`config.mk`:
```
export PLATFORM = sky130hd
export DESIGN_NAME = fetch_unit
export DESIGN_NICKNAME = d
export VERILOG_FILES = /design/src/rtl/fetch_unit_pkg.sv /design/src/rtl/fetch_queue.sv /design/src/rtl/fetch_unit.sv
export SDC_FILE = /design/constraint.sdc
export NUM_CORES = 1
export LEC_CHECK = 0
export BUFFER_PORTS_ARGS = -buffer_cell sky130_fd_sc_hd__buf_2
export CORE_AREA = 5 5 166 168
export DETAILED_ROUTE_END_ITERATION = 16
export DIE_AREA = 0 0 171 173
export PLACE_DENSITY_LB_ADDON = 0.3
export SETUP_SLACK_MARGIN = 0.15
export SLEW_MARGIN = 25
export SYNTH_ARGS = -nofsm -noshare
export SYNTH_HDL_FRONTEND = slang
export SYNTH_SLANG_ARGS = --single-unit
```
`constraint.sdc`:
```
create_clock -name clk -period 4.05 [get_ports clk]
set_input_delay 0 -clock clk [delete_from_list [all_inputs] [get_ports clk]]
set_output_delay 0 -clock clk [all_outputs]
set_load 0.02 [all_outputs]
```
`src/rtl/fetch_unit_pkg.sv`:
```
// fetch_unit_pkg: shared widths, reset PC default and queue entry type for the fetch stage
package fetch_unit_pkg;
  localparam int WORD = 16;
  localparam logic [WORD-1:0] FETCH_RESET_PC = 16'h0000;
  localparam int FETCH_MAX_DEPTH = 8;
  localparam int FETCH_CNT_W = $clog2(FETCH_MAX_DEPTH) + 1;
  typedef logic [WORD-1:0] word_t;
  typedef struct packed {
    word_t ir;
    word_t pc;
  } entry_t;
endpackage

```
`src/rtl/fetch_queue.sv`:
```
// fetch_queue: DEPTH-entry prefetch FIFO of {ir, pc}; clear beats push, head holds last pop when empty
module fetch_queue
  import fetch_unit_pkg::*;
#(
  parameter int DEPTH = 4
) (
  input  logic                   clk,
  input  logic                   reset,
  input  logic                   push,
  input  logic                   pop,
  input  logic                   clear,
  input  entry_t                 din,
  output entry_t                 head,
  output logic [FETCH_CNT_W-1:0] count
);
  localparam int PW = $clog2(DEPTH);
  entry_t mem [DEPTH];
  entry_t last;
  logic [PW-1:0] wr_ptr, rd_ptr;
  always_ff @(posedge clk)
    if (push && !clear) mem[wr_ptr] <= din;
  always_ff @(posedge clk or negedge reset)
    if (!reset) begin
      wr_ptr <= '0;
      rd_ptr <= '0;
      count  <= '0;
      last   <= '0;
    end else begin
      if (pop) last <= mem[rd_ptr];
      if (clear) begin
        wr_ptr <= '0;
        rd_ptr <= '0;
        count  <= '0;
      end else begin
        if (push) wr_ptr <= wr_ptr + PW'(1);
        if (pop) rd_ptr <= rd_ptr + PW'(1);
        count <= count + FETCH_CNT_W'(push) - FETCH_CNT_W'(pop);
      end
    end
  // once drained, keep presenting the entry that was handed over last
  always_comb head = (count != '0) ? mem[rd_ptr] : last;
endmodule

```
`src/rtl/fetch_unit.sv`:
```
// fetch_unit: fetch PC, credit-limited instruction reads, squash on redirect, valid/ready hand-off
module fetch_unit
  import fetch_unit_pkg::*;
#(
  parameter int               DEPTH    = 4,
  parameter logic [WORD-1:0]  RESET_PC = FETCH_RESET_PC
) (
  input  logic            clk,
  input  logic            reset,
  input  logic            halt,
  input  logic            redirect,
  input  logic [WORD-1:0] redirect_pc,
  output logic            mem_rd,
  output logic [WORD-1:0] mem_addr,
  input  logic [WORD-1:0] mem_rdata,
  output logic            out_valid,
  input  logic            out_ready,
  output logic [WORD-1:0] out_ir,
  output logic [WORD-1:0] out_pc
);
  localparam int UW = FETCH_CNT_W + 1;
  word_t pc, ret_tag;
  logic ret_v, issue, push, pop;
  logic [FETCH_CNT_W-1:0] count;
  logic [UW-1:0] used;
  entry_t head;
  // reads on the bus and awaiting data both hold a queue slot in reserve
  always_comb begin
    used      = UW'(count) + UW'(mem_rd) + UW'(ret_v);
    issue     = !halt && !redirect && (used < UW'(DEPTH));
    out_valid = count != '0;
    pop       = out_valid && out_ready;
    push      = ret_v && !redirect;
    out_ir    = head.ir;
    out_pc    = head.pc;
  end
  always_ff @(posedge clk or negedge reset)
    if (!reset) begin
      pc       <= RESET_PC;
      mem_rd   <= 1'b0;
      mem_addr <= '0;
      ret_v    <= 1'b0;
      ret_tag  <= '0;
    end else begin
      mem_rd  <= issue;
      ret_v   <= mem_rd && !redirect;
      ret_tag <= mem_addr;
      if (issue) mem_addr <= pc;
      pc <= redirect ? redirect_pc : issue ? pc + 16'd1 : pc;
    end
  fetch_queue #(.DEPTH(DEPTH)) u_queue (
    .clk   (clk),
    .reset (reset),
    .push  (push),
    .pop   (pop),
    .clear (redirect),
    .din   ({mem_rdata, ret_tag}),
    .head  (head),
    .count (count)
  );
endmodule

```
==> reports/metrics.json <==
{
  "status": {"value": "finished, final reports clean"},
  "track_usage": {"value": 12.17, "unit": "%"},
  "fin_total_pwr": {"value": 7.912, "unit": "mW"},
  "clk_latency": {"value": 500, "unit": "ps"},
  "final_routed_wire_length_divided_by_cell_count": {"value": 18.37, "unit": "um"},
  "dpl_worst_slack": {"value": 1541, "unit": "ps"},
  "asyncSetResetFlopFracSynth": {"value": 41.28, "unit": "%"},
  "synthTopCellsByArea": {"value": "edfxtp_1 43%, dfrtp_1 25%, mux2_2 10%"},
  "via_count": {"value": 4702},
  "synth_largest_area_cell": {"value": "edfxtp_1"},
  "clock_sink_count": {"value": 218},
  "fin_setup_tns": {"value": 0, "unit": "ps"},
  "crit_required": {"value": 4050, "unit": "ps"},
  "criticalPathCategory": {"value": "reg -> out"},
  "slew_violations": {"value": 0},
  "hpwl": {"value": 11490, "unit": "um"},
  "crit_fanout": {"value": 22},
  "fin_nets": {"value": 682},
  "clock_tree_skew_after_final_layout": {"value": 9.350, "unit": "ps"},
  "pin_count_of_the_biggest_net_entering_global_routing": {"value": 58},
  "ys_dominant_reg_cell": {"value": "edfxtp_1"},
  "netlist_cell_types": {"value": 47},
  "finalSetupViolCount": {"value": 0},
  "postSynthCellCount": {"value": 506},
  "top_layer_used": {"value": "met4"},
  "placementRows": {"value": 59},
  "input_output_buffers": {"value": 86},
  "grt_first_pass_wirelength": {"value": 28640, "unit": "um"},
  "actual_transition_at_the_worst_max_transition_pin": {"value": 992.0, "unit": "ps"},
  "synth.cells.most_frequent": {"value": "128 x edfxtp_1, 90 x dfrtp_1, 81 x mux2_2"},
  "synth.net_count": {"value": 557},
  "ctsRootBufferMaster": {"value": "clkbuf_16"},
  "cp-start-kind": {"value": "register"},
  "fmaxAchievable": {"value": 357.1, "unit": "MHz"},
  "placeableCoreArea": {"value": 0.02576, "unit": "mm^2"},
  "synth-seq-area-share": {"value": 68.71, "unit": "%"},
  "number_of_antenna_repair_diodes": {"value": 0},
  "post_synth_instance_area": {"value": 0.008872, "unit": "mm^2"},
  "initial_core_util": {"value": 34.44, "unit": "%"},
  "drcViolationCount": {"value": 0},
  "timing.critical_path.slowest_stage_cell": {"value": "dfrtp_2"},
  "layout_cells_sized_above_1": {"value": 38.95, "unit": "%"},
  "synth.avg_cell_area": {"value": 17.53, "unit": "um^2"},
  "die-area": {"value": 0.02958, "unit": "mm^2"},
  "clock_tree.buffer_depth": {"value": 3},
  "cpPeakStageDelay": {"value": 880, "unit": "ps"},
  "routed_metal_1_wire_length": {"value": 7597, "unit": "um"},
  "antenna_found_initial": {"value": 0},
  "dr_wl_met2": {"value": 9453, "unit": "um"},
  "total_leakage_power": {"value": 4.046, "unit": "nW"},
  "drt_first_pass_iters": {"value": 4},
  "cts.clk_slew.worst_paths": {"value": 60, "unit": "ps"},
  "min_path_type": {"value": "in -> reg"},
  "cts-resized-gates": {"value": 0},
  "timing.final.crit_share": {"value": 69.14, "unit": "%"},
  "number_of_flops_mapped_to_enable_cells_by_yosys": {"value": 128},
  "gr-total-overflow": {"value": 0},
  "die_width": {"value": 171, "unit": "um"},
  "ys_ff_latch": {"value": 218},
  "ioPinCount": {"value": 87},
  "cts_inserted_buffers": {"value": 22},
  "routabilityCongestion": {"value": 0.7567},
  "fin_hold_ws": {"value": 73.30, "unit": "ps"},
  "synth.most_common_cell": {"value": "edfxtp_1"},
  "rsz0062_at_grt": {"value": "false"},
  "count_of_routing_violations_after_the_opening_detailed_route_iteration": {"value": 200},
  "cts_tree": {"value": "built"},
  "max-vdd-ir-drop": {"value": 0.3105, "unit": "mV"},
  "timing.max_cap.violations": {"value": 0},
  "setup.worst_path.end_class": {"value": "primary output"},
  "area_delta_synth_final": {"value": 21.63, "unit": "%"},
  "layout_setup_ws": {"value": 1250, "unit": "ps"},
  "totalWireLength": {"value": 18040, "unit": "um"},
  "vias_per_cell": {"value": 4.788},
  "period_minus_slack": {"value": 2800, "unit": "ps"},
  "cellPowerDensity": {"value": 733.2, "unit": "mW/mm^2"},
  "timing.critical_path.cells": {"value": "buf_4 -> mux4_2 -> mux2_2 -> buf_2"},
  "number_of_global_route_vias_before_repair": {"value": 5106},
  "yosysWarningCount": {"value": 0},
  "ant_nets": {"value": 0},
  "critical_path_arrival": {"value": 2800, "unit": "ps"},
  "final_report_hold_violation_count": {"value": 0},
  "synth_top_cell_area_share": {"value": 43.32, "unit": "%"},
  "detailroute.wirelength.met3": {"value": 724, "unit": "um"},
  "die-height": {"value": 173, "unit": "um"},
  "slew_headroom": {"value": 33.87, "unit": "%"},
  "cts-htree-levels": {"value": 1}
}
==> cells in the final DEF (no fill, tap or decap), drive strengths merged, types with 3 or more instances in the layout <==
| master | synthesis | routed |
|---|---|---|
| nand3 | 3 | 3 |
| a211o | 3 | 3 |
| o21ai | 10 | 10 |
| dlygate4sd3 | 0 | 33 |
| nand2 | 22 | 22 |
| nor2b | 7 | 7 |
| mux2 | 81 | 81 |
| mux2i | 3 | 3 |
| xnor2 | 10 | 10 |
| edfxtp | 128 | 128 |
| mux4 | 32 | 32 |
| dfrtp | 90 | 90 |
| and2 | 6 | 6 |
| nor2 | 9 | 9 |
| a2111oi | 4 | 4 |
| a21oi | 5 | 5 |
| clkinv | 0 | 7 |
| and3 | 3 | 3 |
| clkbuf | 14 | 29 |
| nand4 | 5 | 5 |
| buf | 9 | 91 |
| xor2 | 3 | 3 |
| ha | 13 | 13 |
| inv | 14 | 14 |
| bufinv | 0 | 4 |
| a21o | 4 | 4 |
==> layout make-up <==
class,instances,area (um^2)
sequential,218,6098
clock buffer,29,596.8
clock inverter,11,175.2
fill,2265,14970
tap,335,419.2
inverter,14,52.55
timing repair buffer,124,800.8
multi-input combinational,251,2649
==> power by group <==
group,switching (mW),internal (mW)
sequential,0.407,2.85
clock,0.812,1.30
combinational,1.33,1.22
==> metrics by stage <==
stage	instance area (um^2)	instances	util [%]
finish	10790	982	41.89
global route	10790	982	41.89
CTS	10790	982	41.89
detailed placement	9689	909	37.61
global placement	9689	909	37.61
floorplan	8872	506	-
==> final timing paths <==
path | slack [ps] | cells after the start | from | to
worst max-delay path | 1250 | 4 | u_queue.rd_ptr[0] | out_ir[14]
worst min-delay path | 70 | 2 | redirect | u_queue.wr_ptr[1]
worst max register to register | 1540 | 6 | ret_v | mem_addr[11]
worst min register to register | 390 | 0 | mem_addr[7] | ret_tag[7]
max in group asynchronous | 2930 | 3 | reset | pc[13]
min in group asynchronous | 140 | 2 | reset | u_queue.last[3]
==> routing by layer <==
layer / track usage [%] / up-vias
met5: 0 / -
met1: 15.68 / 2415
met4: 2.971 / 0
met3: 2.169 / 17
li1: - / 2191
met2: 21.29 / 79
==> repair_timing <==
item / in CTS / in global routing
setup buffers: 0 / 0
setup endpoints to repair: 0 / 0
hold buffers: 33 / 0
hold endpoints to repair: 136 / 0
==> kinds of logic after synthesis <==
group / synth area share, %
AO/OA/AOI/OAI: 3.681
XOR/XNOR: 1.283
adder cells (fa/ha/maj): 2.059
buffers and inverters: 1.650
flip-flops: 68.71
multiplexers: 18.74
AND/OR/NAND/NOR: 3.878
==> state kept, by name, summed over array words and instances, names as in the netlist <==
name	flops
u_queue.mem	128
u_queue.count	4
u_queue.last	32
ret_v	1
u_queue.wr_ptr	2
ret_tag	16
mem_addr	16
u_queue.rd_ptr	2
pc	16
mem_rd	1
==> critical path: cells and delay by family (launching register included) <==
family / cells / cell delay [ps]
flip-flops: 1 / 880
multiplexers: 2 / 850
buffers and inverters: 2 / 560
Power figures use the tool's default switching activity.
